### src/rtl/spi_burst_ctrl_if.sv
// Requester-side and SPI-engine-side signals of the burst controller.
// The controller connects through the slave modport; the driving side uses master.
interface spi_burst_ctrl_if #(
   parameter int WORD    = 8,
   parameter int MAX_LEN = 4
);
   localparam int LW = $clog2(MAX_LEN + 1);

   logic [1:0]                  req;
   logic [1:0]                  req_rw;
   logic [2*WORD-1:0]           req_addr;
   logic [2*LW-1:0]             req_len;
   logic [2*MAX_LEN*WORD-1:0]   req_wdata;
   logic [1:0]                  grant;
   logic [1:0]                  done;
   logic [MAX_LEN*WORD-1:0]     rdata;
   logic                        busy;
   logic                        eng_start;
   logic [WORD-1:0]             eng_txd;
   logic                        eng_hold;
   logic                        eng_done;
   logic [WORD-1:0]             eng_rxd;

   modport master (
      output req, req_rw, req_addr, req_len, req_wdata, eng_done, eng_rxd,
      input  grant, done, rdata, busy, eng_start, eng_txd, eng_hold
   );

   modport slave (
      input  req, req_rw, req_addr, req_len, req_wdata, eng_done, eng_rxd,
      output grant, done, rdata, busy, eng_start, eng_txd, eng_hold
   );
endinterface

### src/rtl/spi_burst_ctrl.sv
// Round-robin SPI burst sequencer: command, address and up to MAX_LEN data bytes
// per grant, chip select held across the burst, then a fixed deselect gap.
module spi_burst_ctrl #(
   parameter int              WORD    = 8,
   parameter int              MAX_LEN = 4,
   parameter int              GAP     = 2,
   parameter logic [WORD-1:0] CMD_RD  = 8'h0B,
   parameter logic [WORD-1:0] CMD_WR  = 8'h0A
) (
   input  logic             refCLK,
   input  logic             reset,
   spi_burst_ctrl_if.slave  bus
);
   localparam int LW = $clog2(MAX_LEN + 1);
   localparam int CW = (MAX_LEN > 1) ? $clog2(MAX_LEN) : 1;
   localparam int GW = (GAP > 1) ? $clog2(GAP) : 1;
   localparam int BW = MAX_LEN * WORD;

   typedef enum logic [3:0] {
      S_IDLE, S_CMD, S_WCMD, S_ADDR, S_WADDR, S_DATA, S_WDATA, S_FIN, S_GAP
   } state_e;

   state_e          state_q, state_d;
   logic            last_q, last_d;
   logic            win_q, win_d;
   logic [1:0]      grant_q, grant_d;
   logic [CW-1:0]   cnt_q, cnt_d;
   logic [GW-1:0]   gap_q, gap_d;
   logic [BW-1:0]   rdata_q, rdata_d;
   logic            rw_q;
   logic [WORD-1:0] addr_q;
   logic [LW-1:0]   len_q;
   logic [BW-1:0]   wdata_q;
   logic            win;
   logic [LW-1:0]   len_raw;
   logic            last_byte;

   // With both requesters pending, the one not served last wins
   always_comb begin
      win = 1'b0;
      if (bus.req == 2'b10)      win = 1'b1;
      else if (bus.req == 2'b11) win = ~last_q;
   end

   assign len_raw   = win ? bus.req_len[LW +: LW] : bus.req_len[0 +: LW];
   assign last_byte = ((LW'(cnt_q) + LW'(1)) == len_q);

   always_comb begin
      state_d       = state_q;
      last_d        = last_q;
      win_d         = win_q;
      grant_d       = '0;
      cnt_d         = cnt_q;
      gap_d         = gap_q;
      rdata_d       = rdata_q;
      bus.eng_start = 1'b0;
      bus.eng_txd   = '0;
      bus.eng_hold  = 1'b0;
      bus.done      = '0;
      case (state_q)
         S_IDLE: begin
            if (|bus.req) begin
               grant_d = win ? 2'b10 : 2'b01;
               last_d  = win;
               win_d   = win;
               state_d = S_CMD;
            end
         end
         S_CMD: begin
            bus.eng_start = 1'b1;
            bus.eng_txd   = rw_q ? CMD_RD : CMD_WR;
            bus.eng_hold  = 1'b1;
            state_d       = S_WCMD;
         end
         S_WCMD: begin
            bus.eng_hold = 1'b1;
            if (bus.eng_done) state_d = S_ADDR;
         end
         S_ADDR: begin
            bus.eng_start = 1'b1;
            bus.eng_txd   = addr_q;
            bus.eng_hold  = 1'b1;
            state_d       = S_WADDR;
         end
         S_WADDR: begin
            bus.eng_hold = 1'b1;
            if (bus.eng_done) begin
               cnt_d   = '0;
               state_d = (len_q == '0) ? S_FIN : S_DATA;
            end
         end
         S_DATA: begin
            bus.eng_start = 1'b1;
            bus.eng_txd   = rw_q ? '0 : wdata_q[cnt_q*WORD +: WORD];
            bus.eng_hold  = 1'b1;
            state_d       = S_WDATA;
         end
         S_WDATA: begin
            bus.eng_hold = 1'b1;
            if (bus.eng_done) begin
               if (rw_q) rdata_d[cnt_q*WORD +: WORD] = bus.eng_rxd;
               if (last_byte) begin
                  state_d = S_FIN;
               end else begin
                  cnt_d   = cnt_q + CW'(1);
                  state_d = S_DATA;
               end
            end
         end
         S_FIN: begin
            bus.done = win_q ? 2'b10 : 2'b01;
            gap_d    = '0;
            state_d  = (GAP == 0) ? S_IDLE : S_GAP;
         end
         S_GAP: begin
            if (gap_q == GW'(GAP - 1)) state_d = S_IDLE;
            else                       gap_d   = gap_q + GW'(1);
         end
         default: state_d = S_IDLE;
      endcase
   end

   always_ff @(posedge refCLK) begin
      if (reset) begin
         state_q <= S_IDLE;
         last_q  <= 1'b1;
         win_q   <= 1'b0;
         grant_q <= '0;
         cnt_q   <= '0;
         gap_q   <= '0;
         rdata_q <= '0;
      end else begin
         state_q <= state_d;
         last_q  <= last_d;
         win_q   <= win_d;
         grant_q <= grant_d;
         cnt_q   <= cnt_d;
         gap_q   <= gap_d;
         rdata_q <= rdata_d;
      end
   end

   // Request fields are captured once per grant and held for the whole burst
   always_ff @(posedge refCLK) begin
      if (state_q == S_IDLE && (|bus.req)) begin
         rw_q    <= bus.req_rw[win];
         addr_q  <= win ? bus.req_addr[WORD +: WORD] : bus.req_addr[0 +: WORD];
         len_q   <= (len_raw > LW'(MAX_LEN)) ? LW'(MAX_LEN) : len_raw;
         wdata_q <= win ? bus.req_wdata[BW +: BW] : bus.req_wdata[0 +: BW];
      end
   end

   assign bus.grant = grant_q;
   assign bus.rdata = rdata_q;
   assign bus.busy  = (state_q != S_IDLE);
endmodule

### src/flat_wrapper.sv
// flat-port wrapper written by rule: the top's interface ports become plain ports
module spi_burst_ctrl_flat 
#(
   parameter int              WORD    = 8,
   parameter int              MAX_LEN = 4,
   parameter int              GAP     = 2,
   parameter logic [WORD-1:0] CMD_RD  = 8'h0B,
   parameter logic [WORD-1:0] CMD_WR  = 8'h0A
)
  (refCLK, reset, bus_req, bus_req_rw, bus_req_addr, bus_req_len, bus_req_wdata, bus_eng_done, bus_eng_rxd, bus_grant, bus_done, bus_rdata, bus_busy, bus_eng_start, bus_eng_txd, bus_eng_hold);
  spi_burst_ctrl_if #(.WORD(WORD), .MAX_LEN(MAX_LEN)) bus_i ();
  input  logic refCLK;
  input  logic reset;
  input wire logic [$bits(bus_i.req)-1:0] bus_req;
  input wire logic [$bits(bus_i.req_rw)-1:0] bus_req_rw;
  input wire logic [$bits(bus_i.req_addr)-1:0] bus_req_addr;
  input wire logic [$bits(bus_i.req_len)-1:0] bus_req_len;
  input wire logic [$bits(bus_i.req_wdata)-1:0] bus_req_wdata;
  input wire logic [$bits(bus_i.eng_done)-1:0] bus_eng_done;
  input wire logic [$bits(bus_i.eng_rxd)-1:0] bus_eng_rxd;
  output wire logic [$bits(bus_i.grant)-1:0] bus_grant;
  output wire logic [$bits(bus_i.done)-1:0] bus_done;
  output wire logic [$bits(bus_i.rdata)-1:0] bus_rdata;
  output wire logic [$bits(bus_i.busy)-1:0] bus_busy;
  output wire logic [$bits(bus_i.eng_start)-1:0] bus_eng_start;
  output wire logic [$bits(bus_i.eng_txd)-1:0] bus_eng_txd;
  output wire logic [$bits(bus_i.eng_hold)-1:0] bus_eng_hold;
  assign bus_i.req = bus_req;
  assign bus_i.req_rw = bus_req_rw;
  assign bus_i.req_addr = bus_req_addr;
  assign bus_i.req_len = bus_req_len;
  assign bus_i.req_wdata = bus_req_wdata;
  assign bus_i.eng_done = bus_eng_done;
  assign bus_i.eng_rxd = bus_eng_rxd;
  assign bus_grant = bus_i.grant;
  assign bus_done = bus_i.done;
  assign bus_rdata = bus_i.rdata;
  assign bus_busy = bus_i.busy;
  assign bus_eng_start = bus_i.eng_start;
  assign bus_eng_txd = bus_i.eng_txd;
  assign bus_eng_hold = bus_i.eng_hold;
  spi_burst_ctrl #(.WORD(WORD), .MAX_LEN(MAX_LEN), .GAP(GAP), .CMD_RD(CMD_RD), .CMD_WR(CMD_WR)) u_core (.refCLK(refCLK), .reset(reset), .bus(bus_i));
endmodule
### config.mk
export PLATFORM = sky130hd
export DESIGN_NAME = spi_burst_ctrl_flat
export DESIGN_NICKNAME = d
export VERILOG_FILES = /design/src/rtl/spi_burst_ctrl_if.sv /design/src/rtl/spi_burst_ctrl.sv /design/src/flat_wrapper.sv
export SDC_FILE = /design/constraint.sdc
export NUM_CORES = 1
export LEC_CHECK = 0
export CORE_ASPECT_RATIO = 1.25
export CORE_MARGIN = 2
export CORE_UTILIZATION = 49
export DETAILED_ROUTE_END_ITERATION = 6
export PLACE_DENSITY = 0.84
export SLEW_MARGIN = 15
export SYNTH_ARGS = -nofsm -noshare
export SYNTH_HDL_FRONTEND = slang
export SYNTH_SLANG_ARGS = --single-unit
### constraint.sdc
create_clock -name refCLK -period 9.4 [get_ports refCLK]
set_input_delay 1.41 -clock refCLK [delete_from_list [all_inputs] [get_ports refCLK]]
set_output_delay 1.41 -clock refCLK [all_outputs]
set_load 0.005 [all_outputs]
# Word level (Yosys, flattened, before mapping)
# Cells that the tools add are included.
# word_totals
input_bits,101
register_bits,87
elab_cells,84
out_inout_bits,47
# op_classes
bitwise_logic,3
n_lt_le_gt_ge,2
shift,3
n_reduce_logical,14
add_sub_neg,4
n_eq_ne,17
mux,30
# op_table
op,count
$pmux W4 S9,1
$neg A5 Y34,1
$shift A8 B34 Y32 const A,1
$shiftx A8 B34 Y32,1
$bwmux W32,1
$mux W32,1
$shiftx A32 B6 Y8,1
$pmux W8 S3,1
$mux W4,5
$eq A4 B3 Y1 const B,4
$mux W2,8
$mux W8,2
$eq A4 B2 Y1 const B,2
$mux W1,8
$ne A2 B2 Y1 const B,4
$reduce_or A3 Y1,2
$reduce_or A6 Y1,1
$reduce_and A5 Y1,1
$eq A2 B2 Y1 const B,2
$eq A4 B1 Y1 const B,1
$eq A4 B4 Y1 const B,1
$logic_not A4 Y1,1
$ne A2 B1 Y1 const B,2
$pmux W2 S2,1
other kinds (17),20

# Depth between registers and ports, before layout
# logic_depth
ltp_word,5
ltp_mapped,7
depth_no_buf,6

# Worst setup path before layout
# OpenSTA, ideal clock, no wires.
# synth_timing
kind,input to register
startpoint,in bus_req[1]
endpoint,"reg u_core.addr_q[0], enable pin"
arrival_ps,3325
t_required_ps,8954
setup_ps,446
n_path_buf,0
path_slack_ps,5629
cell_stages,2
cell_sequence,nor2_1 > nor2_1
# synth_via
elab_chain_cells,2
# synth_rtl
item,line_no,text
"start, declared",flat_wrapper.sv:14,input wire logic [$bits(bus_i.req)-1:0] bus_req;
$reduce_or A2 Y1,spi_burst_ctrl.sv:145,if (state_q == S_IDLE && (|bus.req)) begin
$logic_and A1 B1 Y1,spi_burst_ctrl.sv:145,
"end signal, assigned",spi_burst_ctrl.sv:147,addr_q <= win ? bus.req_addr[WORD +: WORD] : bus.req_addr[0 +: WORD];
"end, declared",spi_burst_ctrl.sv:31,logic [WORD-1:0] addr_q;
# No other way between the ends.
# A chain may end at the register's enable or synchronous reset.

# Worst setup path after layout
# layout_timing
startpoint,reg u_core.state_q[2]
endpoint,out bus_eng_txd[2]
# layout_via
elab_chain_cells,2
elab_cells_between_ends,4
classes_between,eq/ne (3); mux (1)
# layout_rtl
item,line_no,text
"start, declared",spi_burst_ctrl.sv:23,"state_e state_q, state_d;"
"start signal, assigned",spi_burst_ctrl.sv:133,state_q <= state_d;
$eq A4 B3 Y1 (tied with other cells),spi_burst_ctrl.sv:60,case (state_q)
$pmux W8 S3 *,spi_burst_ctrl.sv:60,
"end, declared",flat_wrapper.sv:26,output wire logic [$bits(bus_i.eng_txd)-1:0] bus_eng_txd;
# Every way passes the cells marked *; elsewhere a longest branch is shown, timed or not.

==> flow_summary.yaml <==
sta:
  fin_crit_ps: 4060
  maxSlewHeadroom: 0.459
  post-route-period-util: 0.432
  tns_ps: 0
  tightest_slew_ps: 811
  rsz0062_at_grt: "no"
  slew_viol_final: 0
  finalHoldViolations: 0
  fmax_mhz: 246
  skew_ps: 12.8
  setup_viol: 0
clock_network:
  ctsResizeCount: 0
  insertion_delay_ps: 360
  cts_made_buffers: 9
  cts_root_buf: "clkbuf_8"
  htreeDepth: 3
  clock_sinks: 87
  postCtsSetupBuffers: 0
  cts_buffer_depth: 2
  clkTransAtPathRegs_ps: 80
  tritoncts: "done"
  hold_buffers: 0
worst_setup_path:
  arrival_ps: 2650
  crit_path_start_kind: "flop"
  critPathMaxFanout: 18
  worstPathRequired_ps: 7990
  crit_start: "u_core.state_q[2]"
  rr_startpoint: "u_core.cnt_q[0]"
  critical_path_class: "flop to output port"
  cp-end-kind: "output port"
layout:
  seqCellArea_um2: 2180
  drive_gt1_frac: 0.142
  multiInputGateArea_um2: 1820
  nFillCells: 577
  diodes: 0
  finalNetCount: 603
  area_delta_synth_final_pct: 40.7
  stdcell_area_um2: 5840
global_route:
  grt_pass1_vias: 3387
  grt_pass1_wl_um: 16200
  grt_max_degree: 48
  antenna_found_initial: 0
  track_usage: 0.230
  overflow: 0
route:
  ant_nets: 0
  firstDrtPassIters: 5
  avgRoutedWirePerCell_um: 17.3
  via_per_inst: 5.68
  wl_um: 10400
  drc: 0
  drtIter0Drc: 222
  routed-via-count: 3395
run:
  drv_cap: 0
logic_synthesis:
  synth_ff_type: "edfxtp_1"
  synth_fa_ha_area_frac: 0.0181
  synth_top_family_by_area: "multiplexers"
  synth_compound_area_frac: 0.0838
  synth_xor_area_frac: 0.00844
  synth_simple_gate_area_frac: 0.158
  syn-cell-area_um2: 4150
  synth_cells: 360
  syn_area_per_cell_um2: 11.5
  synth_edf_count: 44
  synthMuxAreaShare: 0.167
  synthTopCellsByArea: "edfxtp_1 32%, dfxtp_1 21%, mux2_2 11%"
  synthesis.nets: 467
  ys_seq_area_frac: 0.526
  yosys_warnings: 0
  async_reset_ff_frac: 0
  synth_area_leader_cell: "edfxtp_1"
  synthDistinctLibCells: 43
  netlist.area_leader.share: 0.318
  ys_ff_latch: 87
floorplan:
  start_util: 0.504
  core_um2: 8240
  die_w_um: 86.3
  rows: 37
  die_y_um: 107
  die-area_um2: 9230
  ios: 148
placement:
  dpl_cell_area_um2: 5630
  dp_hpwl_um: 7700
  gp_congestion: 0.819
  portBuffers: 147
hold_path:
  hold_start: "u_core.bus.rdata[20]"
  hold_path.class: "flop to flop"
power:
  leakage_nw: 1.98
  cellPowerDensity_nw_per_um2: 149
  peakVddDrop_mv: 0.113
status:
  status: "complete, no violations"
-- final cells by class --
type / instances / share of cell area
inverter: 5 / 0.00321
tap: 97 / 0.0208
timing repair buffer: 150 / 0.258
clock buffer: 13 / 0.0289
sequential: 87 / 0.374
clock inverter: 3 / 0.00300
multi-input combinational: 243 / 0.312
-- per-layer routing --
metal / vias up / share of wire / GRT usage
met5: - / 0 / 0
met4: 0 / 0.033 / 0.121
met3: 29 / 0.086 / 0.0547
met2: 200 / 0.51 / 0.398
met1: 1559 / 0.37 / 0.258
li1: 1607 / - / -
-- synth_stat cells (2+ instances only) --
master	count
a221oi_1	2
xnor2_1	2
mux4_2	3
buf_4	9
o31ai_1	3
a211o_1	2
ha_1	6
a22oi_1	5
inv_1	5
dfxtp_1	43
nand2b_1	7
a21oi_1	39
nand4_1	6
xor2_1	2
mux2i_1	2
and3_1	4
buf_2	8
nor3b_2	2
o21ai_0	5
nand2_1	37
edfxtp_1	44
nor2_1	11
nor3_1	6
and4_1	4
mux2_2	42
clkbuf_1	6
nand3_1	33
nor4_1	2
nor3b_1	2
mux4_1	5
-- layout by cell type (no fill, tap or decap), drive strengths merged, types with 3 or more instances in the layout --
cell	Yosys	layout
clkdlybuf4s50	0	147
edfxtp	44	44
dfxtp	43	43
mux2	42	42
a21oi	39	39
nand2	37	37
nand3	33	33
clkbuf	6	13
nor2	12	12
mux4	8	8
nand2b	7	7
nor3	7	7
nand4	6	6
ha	6	6
inv	5	5
a22oi	5	5
o21ai	5	5
nor3b	5	5
and3	4	4
and4	4	4
o31ai	3	3
nor4	3	3
buf	19	3
-- critical path, stage by stage (launching register included) --
cell and delay (ps):
dfxtp_1 710, nor3b_1 720, a22oi_1 170, nor2_1 160
clkdlybuf4s50_1 530
-- path summary, 6_finish.rpt --
| check | slack [ps] | end | cells after the start |
|---|---|---|---|
| worst max-delay path | 5340 | bus_eng_txd[2] | 4 |
| worst min-delay path | 450 | u_core.bus.rdata[20] | 2 |
| worst max register to register | 6740 | u_core.bus.rdata[18] | 5 |
| worst min register to register | 450 | u_core.bus.rdata[20] | 2 |
-- where the power goes --
group          internal [W]  switching, W
combinational     0.0000915     0.0000668
sequential         0.000447     0.0000195
clock              0.000117      0.000129
total              0.000655      0.000215
-- sequential cells by signal (all words and copies together) (netlist names) --
name,count
u_core.addr_q,8
u_core.cnt_q,2
u_core.len_q,3
u_core.gap_q,1
u_core.rw_q,1
u_core.bus.grant,2
u_core.last_q,1
u_core.state_q,4
u_core.win_q,1
u_core.wdata_q,32
u_core.bus.rdata,32
-- metrics by stage --
step                hold WS (ps)  total power, W  instances   util  setup slack [ps]
CTS                          456        0.000870        597  0.706              5320
finish                       453        0.000871        598  0.709              5340
global route                 481        0.000902        598  0.709              5110
floorplan                    448        0.000549        360      -              5630
detailed placement           446        0.000629        581  0.684              5740
global placement             439        0.000621        581  0.684              5800
-- logic make-up (layout without fill, tap and decap cells) --
logic type | after synthesis | count (layout)
AO/OA/AOI/OAI | 60 | 60
XOR/XNOR | 4 | 4
adder cells (fa/ha/maj) | 6 | 6
buffers and inverters | 30 | 171
flip-flops | 87 | 87
multiplexers | 52 | 52
AND/OR/NAND/NOR | 121 | 121
No activity file was read; power rests on OpenSTA's default activity.
